--- src/rtl/step_pulse_pkg.sv ---
// Shared definitions for the push-button step pulse generator:
// FSM state encoding and a width helper for the cycle counter.
package step_pulse_pkg;

  typedef enum logic [2:0] {
    ST_IDLE       = 3'd0,
    ST_DB_PRESS   = 3'd1,
    ST_HELD       = 3'd2,
    ST_REPEAT     = 3'd3,
    ST_DB_RELEASE = 3'd4
  } state_e;

  // Bits needed to count 0..value-1.
  function automatic int clog2_f(input int unsigned value);
    int r;
    r = 0;
    while ((64'd1 << r) < 64'(value)) begin
      r = r + 1;
    end
    return r;
  endfunction

endpackage

--- src/rtl/sync_2ff.sv ---
// Two-flop synchroniser for a single asynchronous level input.
module sync_2ff (
  input  logic clk_i,
  input  logic rst_ni,
  input  logic d_i,
  output logic q_o
);

  logic s1_q;
  logic s2_q;

  // Metastability filter: s1 may go metastable, s2 is the clean copy.
  always_ff @(posedge clk_i or negedge rst_ni) begin
    if (!rst_ni) begin
      s1_q <= 1'b0;
      s2_q <= 1'b0;
    end else begin
      s1_q <= d_i;
      s2_q <= s1_q;
    end
  end

  assign q_o = s2_q;

endmodule

--- src/rtl/step_pulse_gen.sv ---
// Debounces a raw push-button and emits one-clock step pulses per press,
// with optional auto-repeat while the button is held.
module step_pulse_gen
  import step_pulse_pkg::*;
#(
  parameter int unsigned DEBOUNCE_CYCLES = 500000,
  parameter int unsigned HOLD_CYCLES     = 25000000,
  parameter int unsigned REPEAT_CYCLES   = 5000000,
  parameter int unsigned CNT_W           = 25
) (
  input  logic clk,
  input  logic rst,
  input  logic btn,
  input  logic repeat_en,
  output logic step,
  output logic pressed
);

  localparam int unsigned MAX_A   = (DEBOUNCE_CYCLES > HOLD_CYCLES) ? DEBOUNCE_CYCLES : HOLD_CYCLES;
  localparam int unsigned MAX_CYC = (MAX_A > REPEAT_CYCLES) ? MAX_A : REPEAT_CYCLES;

  if (CNT_W < clog2_f(MAX_CYC)) begin : g_cnt_w_check
    $error("step_pulse_gen: CNT_W cannot hold the largest cycle count");
  end

  localparam logic [CNT_W-1:0] DB_LAST   = CNT_W'(DEBOUNCE_CYCLES - 32'd1);
  localparam logic [CNT_W-1:0] HOLD_LAST = CNT_W'(HOLD_CYCLES - 32'd1);
  localparam logic [CNT_W-1:0] REP_LAST  = CNT_W'(REPEAT_CYCLES - 32'd1);
  localparam logic [CNT_W-1:0] CNT_ONE   = CNT_W'(32'd1);

  logic             btn_s;
  state_e           state_q;
  logic [CNT_W-1:0] cnt_q;
  logic             step_q;
  logic             pressed_q;

  sync_2ff u_btn_sync (
    .clk_i  (clk),
    .rst_ni (rst),
    .d_i    (btn),
    .q_o    (btn_s)
  );

  // Press/hold/release FSM; pressed_q tracks the state being entered so it
  // rises with the accepting step and falls on the edge that returns to IDLE.
  always_ff @(posedge clk or negedge rst) begin
    if (!rst) begin
      state_q   <= ST_IDLE;
      cnt_q     <= {CNT_W{1'b0}};
      step_q    <= 1'b0;
      pressed_q <= 1'b0;
    end else begin
      step_q <= 1'b0;
      case (state_q)
        ST_IDLE: begin
          pressed_q <= 1'b0;
          cnt_q     <= {CNT_W{1'b0}};
          if (btn_s) begin
            state_q <= ST_DB_PRESS;
          end else begin
            state_q <= ST_IDLE;
          end
        end
        ST_DB_PRESS: begin
          pressed_q <= 1'b0;
          if (!btn_s) begin
            state_q <= ST_IDLE;
            cnt_q   <= {CNT_W{1'b0}};
          end else if (cnt_q == DB_LAST) begin
            state_q   <= ST_HELD;
            cnt_q     <= {CNT_W{1'b0}};
            step_q    <= 1'b1;
            pressed_q <= 1'b1;
          end else begin
            cnt_q <= cnt_q + CNT_ONE;
          end
        end
        ST_HELD: begin
          pressed_q <= 1'b1;
          if (!btn_s) begin
            state_q <= ST_DB_RELEASE;
            cnt_q   <= {CNT_W{1'b0}};
          end else if (!repeat_en) begin
            cnt_q <= {CNT_W{1'b0}};
          end else if (cnt_q == HOLD_LAST) begin
            state_q <= ST_REPEAT;
            cnt_q   <= {CNT_W{1'b0}};
            step_q  <= 1'b1;
          end else begin
            cnt_q <= cnt_q + CNT_ONE;
          end
        end
        ST_REPEAT: begin
          // Release outranks the repeat terminal count: no step on that cycle.
          pressed_q <= 1'b1;
          if (!btn_s) begin
            state_q <= ST_DB_RELEASE;
            cnt_q   <= {CNT_W{1'b0}};
          end else if (!repeat_en) begin
            state_q <= ST_HELD;
            cnt_q   <= {CNT_W{1'b0}};
          end else if (cnt_q == REP_LAST) begin
            cnt_q  <= {CNT_W{1'b0}};
            step_q <= 1'b1;
          end else begin
            cnt_q <= cnt_q + CNT_ONE;
          end
        end
        ST_DB_RELEASE: begin
          if (btn_s) begin
            state_q   <= ST_HELD;
            cnt_q     <= {CNT_W{1'b0}};
            pressed_q <= 1'b1;
          end else if (cnt_q == DB_LAST) begin
            state_q   <= ST_IDLE;
            cnt_q     <= {CNT_W{1'b0}};
            pressed_q <= 1'b0;
          end else begin
            cnt_q     <= cnt_q + CNT_ONE;
            pressed_q <= 1'b1;
          end
        end
        default: begin
          state_q   <= ST_IDLE;
          cnt_q     <= {CNT_W{1'b0}};
          pressed_q <= 1'b0;
        end
      endcase
    end
  end

  assign step    = step_q;
  assign pressed = pressed_q;

endmodule

--- config.mk ---
export PLATFORM = sky130hd
export DESIGN_NAME = step_pulse_gen
export DESIGN_NICKNAME = d
export VERILOG_FILES = /design/src/rtl/step_pulse_pkg.sv /design/src/rtl/sync_2ff.sv /design/src/rtl/step_pulse_gen.sv
export SDC_FILE = /design/constraint.sdc
export NUM_CORES = 1
export LEC_CHECK = 0
export ABC_AREA = 1
export CAP_MARGIN = 20
export CELL_PAD_IN_SITES_DETAIL_PLACEMENT = 0
export CELL_PAD_IN_SITES_GLOBAL_PLACEMENT = 2
export CORE_MARGIN = 5
export CORE_UTILIZATION = 34
export DETAILED_ROUTE_END_ITERATION = 7
export PLACE_DENSITY = 0.81
export SLEW_MARGIN = 20
export SYNTH_ARGS = -nofsm -noshare
export SYNTH_HDL_FRONTEND = slang
export SYNTH_SLANG_ARGS = --single-unit
--- constraint.sdc ---
create_clock -name clk -period 1.7 [get_ports clk]
set_clock_uncertainty 0.05 [all_clocks]
set_input_delay 0.34 -clock clk [delete_from_list [all_inputs] [get_ports clk]]
set_output_delay 0.34 -clock clk [all_outputs]
set_load 0.1 [all_outputs]
==> impl_metrics.py, run 1 <==
metrics = {
    "die": {
        "die_y_um": 91.4,
        "fp.dieW_um": 91.4,
        "rows": 29,
        "coreArea_um2": 6390,
        "die-area_um2": 8350,
        "io_pins": 6,
        "start_util": 0.353,
    },
    "power": {
        "clkPwrFrac": 0.250,
        "p_sw_uw": 955,
        "power.share.switching": 0.384,
        "power.density_nw_per_um2": 794,
        "vdd_drop_max_mv": 0.678,
        "seqPwrFrac": 0.351,
        "p_int_uw": 1530,
        "p_total_uw": 2490,
        "leakagePower_uw": 0.00132,
        "comb_power_share": 0.399,
    },
    "synthesis": {
        "synth_largest_area_cell": "dfrtp_1",
        "syn_inst": 282,
        "yosysUniqueCellTypes": 27,
        "synth-seq-cells": 32,
        "avgSynthCellArea_um2": 7.99,
        "yosys_warnings": 0,
        "yosys-top-cells-area": "dfrtp_1 (36%), nor2_4 (12%), nand2_1 (9.7%), xor2_1 (7.0%), nor2_1 (6.2%)",
        "synth_compound_area_frac": 0.0222,
        "synthMuxAreaShare": 0,
        "synth_top_area_frac": 0.356,
        "synth_top_family_by_area": "simple AND/OR/NAND/NOR gates",
        "synth_xor_area_frac": 0.0739,
        "yosysSeqAreaShare": 0.356,
        "synth_area_um2": 2250,
        "syn_nets": 287,
        "synth-adder-area-share": 0.00556,
        "synth-simple-area-share": 0.462,
    },
    "setup_path": {
        "cp_slowest_cell": "dfrtp_1",
        "path_cells": "ha_2, nand2_2, nor2_4, nand2_1, nor2_2, nand2_2, nand2_2, nand2_4, nor2_4, buf_12, nor2_4",
        "reg2reg_depth": 11,
        "reg2reg_to": "cnt_q[8]",
        "arrival_ps": 1850,
        "crit_fanout": 6,
        "worstReg2RegStart": "cnt_q[1]",
        "path_class": "flip-flop to flip-flop",
        "cpPeakStageDelay_ps": 360,
        "start_kind": "flip-flop",
        "rrSetupSlack_ps": -8,
        "cp.required_ps": 1840,
        "endpoint_kind": "flip-flop",
    },
    "routing": {
        "vias_per_cell": 4.59,
        "ant_nets": 0,
        "dr_total_vias": 2006,
        "post_drt_wl_per_cell_um": 13.7,
        "wirelength_um": 5980,
        "first_pass_iters": 4,
        "drc_errors": 0,
        "drt_iter0_markers": 74,
    },
    "timing": {
        "maxSlewHeadroom": 0.726,
        "finalMaxSlewViolations": 0,
        "worst_pin_slew_ps": 407,
        "finalSetupViolCount": 10,
        "grt_setup_unrepaired": "yes",
        "final.period_utilization": 1.00,
        "min_period_ps": 1710,
        "setup_ws_ps": -8.28,
        "hold_viol": 0,
        "maxClockFrequency_mhz": 585,
    },
    "cts": {
        "cts-buffers-inserted": 5,
        "h-tree-depth": 2,
        "cts.clk_slew.worst_paths_ps": 80,
        "clk_latency_ps": 290,
        "root_buffer": "clkbuf_8",
        "cts_tree": "done",
        "clock-sinks": 32,
        "clockBufferDepth": 2,
    },
    "global_routing": {
        "antenna_found_initial": 0,
        "grt.total_usage": 0.150,
        "grt_pass1_vias": 1999,
        "grt_max_degree": 33,
        "grt_overflow": 0,
        "grt_pass1_wl_um": 9950,
    },
    "placed_design": {
        "place_ws_ps": -446,
        "dp_hpwl_um": 4410,
        "gp_congestion": 0.855,
        "placed_cells": 420,
        "port_buffers": 5,
    },
    "cells_and_area": {
        "final_nets": 364,
        "area_growth_pct": 39.1,
        "diodes": 0,
        "final_cells": 437,
        "drive_gt1_frac": 0.431,
    },
    "hold_path": {
        "hold_path_class": "flip-flop to flip-flop",
        "worstHoldStart": "u_btn_sync.s1_q",
        "min_to": "u_btn_sync.q_o",
        "hold_depth": 0,
    },
    "job": {
        "cap_violations": 0,
    },
    "status": {
        "violations": "negative setup slack",
        "outcome": "finished with violations",
    },
}
[what timing repair did]
action / in CTS / in global routing
gates resized for setup: 5 / 19
buffers inserted: 6 / 2
hold buffers: 0 / 0
endpoints found under the setup margin: 28 / 28
pin swaps: 3 / 9
gates cloned: 1 / 0
[logic make-up (layout without fill, tap and decap cells)]
logic type      Yosys count  after routing
compound gates            9              9
buf+inv                  39            116
xor+xnor                 19             19
fa+ha+maj                 1              1
flops                    32             32
simple gates            182            183
[sequential cells by signal (all words and copies together) (netlist names)]
name	cells
cnt_q	25
pressed	1
step	1
state_q	3
u_btn_sync.q_o	1
u_btn_sync.s1_q	1
[worst max-delay path by stage]
stage	startpoint	to	cells past startpoint
5_1_grt	cnt_q[1]	cnt_q[12]	11
3_5_place_dp	cnt_q[0]	cnt_q[22]	8
6_report	cnt_q[1]	cnt_q[8]	11
2_1_floorplan	cnt_q[0]	cnt_q[2]	11
3_3_place_gp	cnt_q[24]	cnt_q[22]	8
4_1_cts	cnt_q[0]	state_q[2]	11
[stage by stage]
| stage | util | TNS, ps | instance area [um2] | hold WS (ps) |
|---|---|---|---|---|
| 3_3_place_gp | 0.444 | -8070 | 2840 | 282 |
| 4_1_cts | 0.478 | -6.54 | 3050 | 311 |
| 5_1_grt | 0.490 | -2620 | 3130 | 333 |
| 3_5_place_dp | 0.444 | -9230 | 2840 | 286 |
| 6_report | 0.490 | -42.0 | 3130 | 307 |
| 2_1_floorplan | - | -551 | 2250 | -5.59 |
[cell usage in the layout (no fill, tap or decap), types with 3 or more instances in the layout]
cell / count
clkdlybuf4s50_1: 3
nand3_2: 6
nand3_1: 18
nor2_4: 29
clkbuf_8: 5
nor2_2: 13
nand2_2: 9
inv_2: 8
nor2_1: 29
buf_4: 63
dfrtp_1: 31
xor2_1: 18
o21ai_0: 3
nor3_1: 6
nor3_2: 4
nand2_1: 56
inv_1: 26
nand4_1: 7
buf_12: 7
[synth_stat cells]
master / number
nand2_1: 58
nor2_1: 37
dfrtp_1: 32
inv_1: 26
nor2_4: 24
nand3_1: 20
xor2_1: 18
nor2_2: 9
inv_2: 8
nor3_1: 8
nand2_2: 7
nand4_1: 7
o21ai_0: 5
nand3_2: 4
buf_2: 3
a21oi_1: 2
buf_12: 2
nor3_2: 2
nor4_1: 2
ha_1: 1
nand2_4: 1
nand4_2: 1
nor2_8: 1
nor4_2: 1
o211ai_1: 1
o21bai_1: 1
xnor2_1: 1
[per-layer routing]
layer,GRT usage,share of wire,up-vias
met1,0.202,0.46,933
met2,0.251,0.50,25
li1,-,-,1041
met3,0.0248,0.032,7
met5,0,0,-
met4,0.0367,0.010,0
[area by class of cell]
cell class	count	area, um2
repair buffers	74	654
inverters	34	128
flip-flops and latches	32	802
clock inverters	3	23.8
multi-input cells	212	1360
well taps	77	96.3
fillers	656	3250
clock buffers	5	68.8
[worst max-delay path: cells and delay by family, from the launching register on]
kind / cells / cell delay (ps)
DFF: 1 / 360
adders and majority gates: 1 / 190
and+or+nand+nor: 9 / 820
buffers and inverters: 1 / 160
[power by group through the flow]
stage                     logic, uW  clock network, uW  registers, uW
after global routing           1070                684            884
final                           991                622            872
after floorplan                 515                  0            935
after CTS                       961                648            873
after detailed placement        721                  0            888
after global placement          721                  0            885
(Power assumes the default switching activity.)
==> inputs of run 2 (changes only) <==
PLACE_DENSITY = 0.85   (was 0.81)
==> run 2 against run 1 <==
  * Utilization up 1.3 points
  * Worst hold slack worse by 12 ps
  * Largest power group unchanged
  * Final area up 2.6%
  * Non-clock buffer count increased by 2
  * The flow now finishes without violations
  * Power up 5.5%
  * Die area stayed put
  * Wire length fell by 2.4%
  * Highest routed layer unchanged
  * Sequential cell count is the same
  * Critical path type unchanged
  * Critical endpoint is now cnt_q[4]
==> impl_metrics.py, run 2 (synthesis results as in run 1) <==
metrics = {
    "cells_and_area": {
        "final_nets": 366,
        "final_common_cell": "buf_4",
        "area_growth_pct": 42.7,
        "nFillCells": 611,
        "drive_gt1_frac": 0.456,
        "final_cell_mix": "buf_4 (66), nand2_1 (55), dfrtp_1 (29)",
        "final_cells": 439,
        "top_regs": "cnt_q: 25 flops, state_q: 3 flops",
        "largest_reg_flops": 25,
        "diodes": 0,
        "final_util": 0.503,
        "top_register": "cnt_q",
    },
    "status": {
        "outcome": "finished clean",
    },
    "power": {
        "p_total_uw": 2620,
        "power.density_nw_per_um2": 816,
        "vdd_drop_max_mv": 0.738,
        "leakagePower_uw": 0.00138,
    },
    "global_routing": {
        "grt_overflow": 0,
        "antenna_found_initial": 0,
        "grt_pass1_vias": 2027,
        "grt_pass1_wl_um": 9900,
        "grt_max_degree": 33,
        "grt.total_usage": 0.149,
    },
    "die": {
        "die-area_um2": 8350,
        "io_pins": 6,
        "coreArea_um2": 6390,
        "rows": 29,
        "fp.dieW_um": 91.4,
        "die_y_um": 91.4,
        "start_util": 0.353,
    },
    "setup_path": {
        "worstReg2RegStart": "cnt_q[1]",
        "crit_end": "cnt_q[4]",
        "reg2reg_to": "cnt_q[4]",
        "path_class": "flip-flop to flip-flop",
        "endpoint_kind": "flip-flop",
        "start_kind": "flip-flop",
        "crit_fanout": 7,
        "rrSetupSlack_ps": 1,
        "startpoint": "cnt_q[1]",
        "reg2reg_depth": 9,
        "arrival_ps": 1830,
        "cp.required_ps": 1830,
    },
    "timing": {
        "finalSetupViolCount": 0,
        "hold_viol": 0,
        "hold_ws_ps": 295,
        "maxSlewHeadroom": 0.727,
        "maxClockFrequency_mhz": 589,
        "final.period_utilization": 0.999,
        "worst_pin_slew_ps": 406,
        "grt_setup_unrepaired": "yes",
        "finalMaxSlewViolations": 0,
        "setup_tns_ps": 0,
        "min_period_ps": 1700,
    },
    "routing": {
        "post_drt_wl_per_cell_um": 13.3,
        "wirelength_um": 5840,
        "dr_total_vias": 2044,
        "drc_errors": 0,
        "first_pass_iters": 4,
        "drt_iter0_markers": 110,
        "vias_per_cell": 4.66,
        "ant_nets": 0,
    },
    "cts": {
        "root_buffer": "clkbuf_8",
        "clockBufferDepth": 2,
        "cts-buffers-inserted": 5,
        "clock-sinks": 32,
        "clk_latency_ps": 300,
        "cts_tree": "done",
        "cts.clk_slew.worst_paths_ps": 70,
        "h-tree-depth": 2,
    },
    "hold_path": {
        "hold_path_class": "flip-flop to flip-flop",
    },
    "placed_design": {
        "gp_congestion": 0.849,
        "port_buffers": 5,
        "placed_cells": 424,
        "dp_hpwl_um": 4380,
    },
    "job": {
        "cap_violations": 0,
    },
}
==> run 2: cell count changes in the layout (fill, tap and decap cells not counted), moves of 3 or more <==
cell / delta
xor2_2: +3
nor2_2: +3
xor2_1: -3
nor3_2: -3
buf_4: +3
==> run 2: power by group <==
part	total (uW)	internal [uW]	switching, uW
Sequential	867	814	52.8
Combinational	1000	434	566
Clock	755	435	320
Total	2620	1680	939
==> run 2: how the worst min path moves through the flow <==
| stage | from | end | slack, ps | cells past startpoint |
|---|---|---|---|---|
| 6_report | u_btn_sync.s1_q | u_btn_sync.q_o | 300 | 0 |
| 3_3_place_gp | u_btn_sync.s1_q | u_btn_sync.q_o | 280 | 0 |
| 5_1_grt | u_btn_sync.s1_q | u_btn_sync.q_o | 310 | 0 |
| 2_1_floorplan | rst | cnt_q[0] | -6 | 0 |
| 3_5_place_dp | u_btn_sync.s1_q | u_btn_sync.q_o | 280 | 0 |
| 4_1_cts | u_btn_sync.s1_q | u_btn_sync.q_o | 300 | 0 |
==> run 2: metal layers <==
layer	vias to the layer above	GRT usage	routed length [um]
li1	1042	-	-
met1	956	0.199	2660
met2	35	0.241	2880
met3	11	0.0273	221
met4	0	0.0477	82
met5	-	0	0
==> run 2: critical path: stages, from the launching register on <==
cell and delay [ps]:
dfrtp_1 360, ha_2 190, nand2_2 60, nor2_4 140, nand4_1 190, nor2_4 150, nor2_4 70, nor2_4 170
buf_12 180, nor2_4 30
==> run 2: metrics by stage <==
step	setup slack [ps]	area, um2
floorplan	-31.4	2250
global placement	-411	2870
detailed placement	-435	2870
CTS	0.427	3100
global route	-111	3210
finish	1.16	3210
==> run 2: area by class of cell <==
type / count / area (um2) / share of cell area
flip-flops and latches: 32 / 805 / 0.250
inverters: 34 / 128 / 0.0397
clock buffers: 6 / 72.6 / 0.0226
multi-input cells: 212 / 1410 / 0.439
repair buffers: 76 / 666 / 0.207
well taps: 77 / 96.3 / 0.0300
clock inverters: 2 / 35.0 / 0.0109
==> run 2: what timing repair did <==
action / 4_1_cts / 5_1_grt
gates cloned: 1 / 0
setup endpoints to repair: 29 / 28
pin swaps: 3 / 6
setup buffers: 5 / 1
resized for setup: 4 / 29
hold buffers: 0 / 0
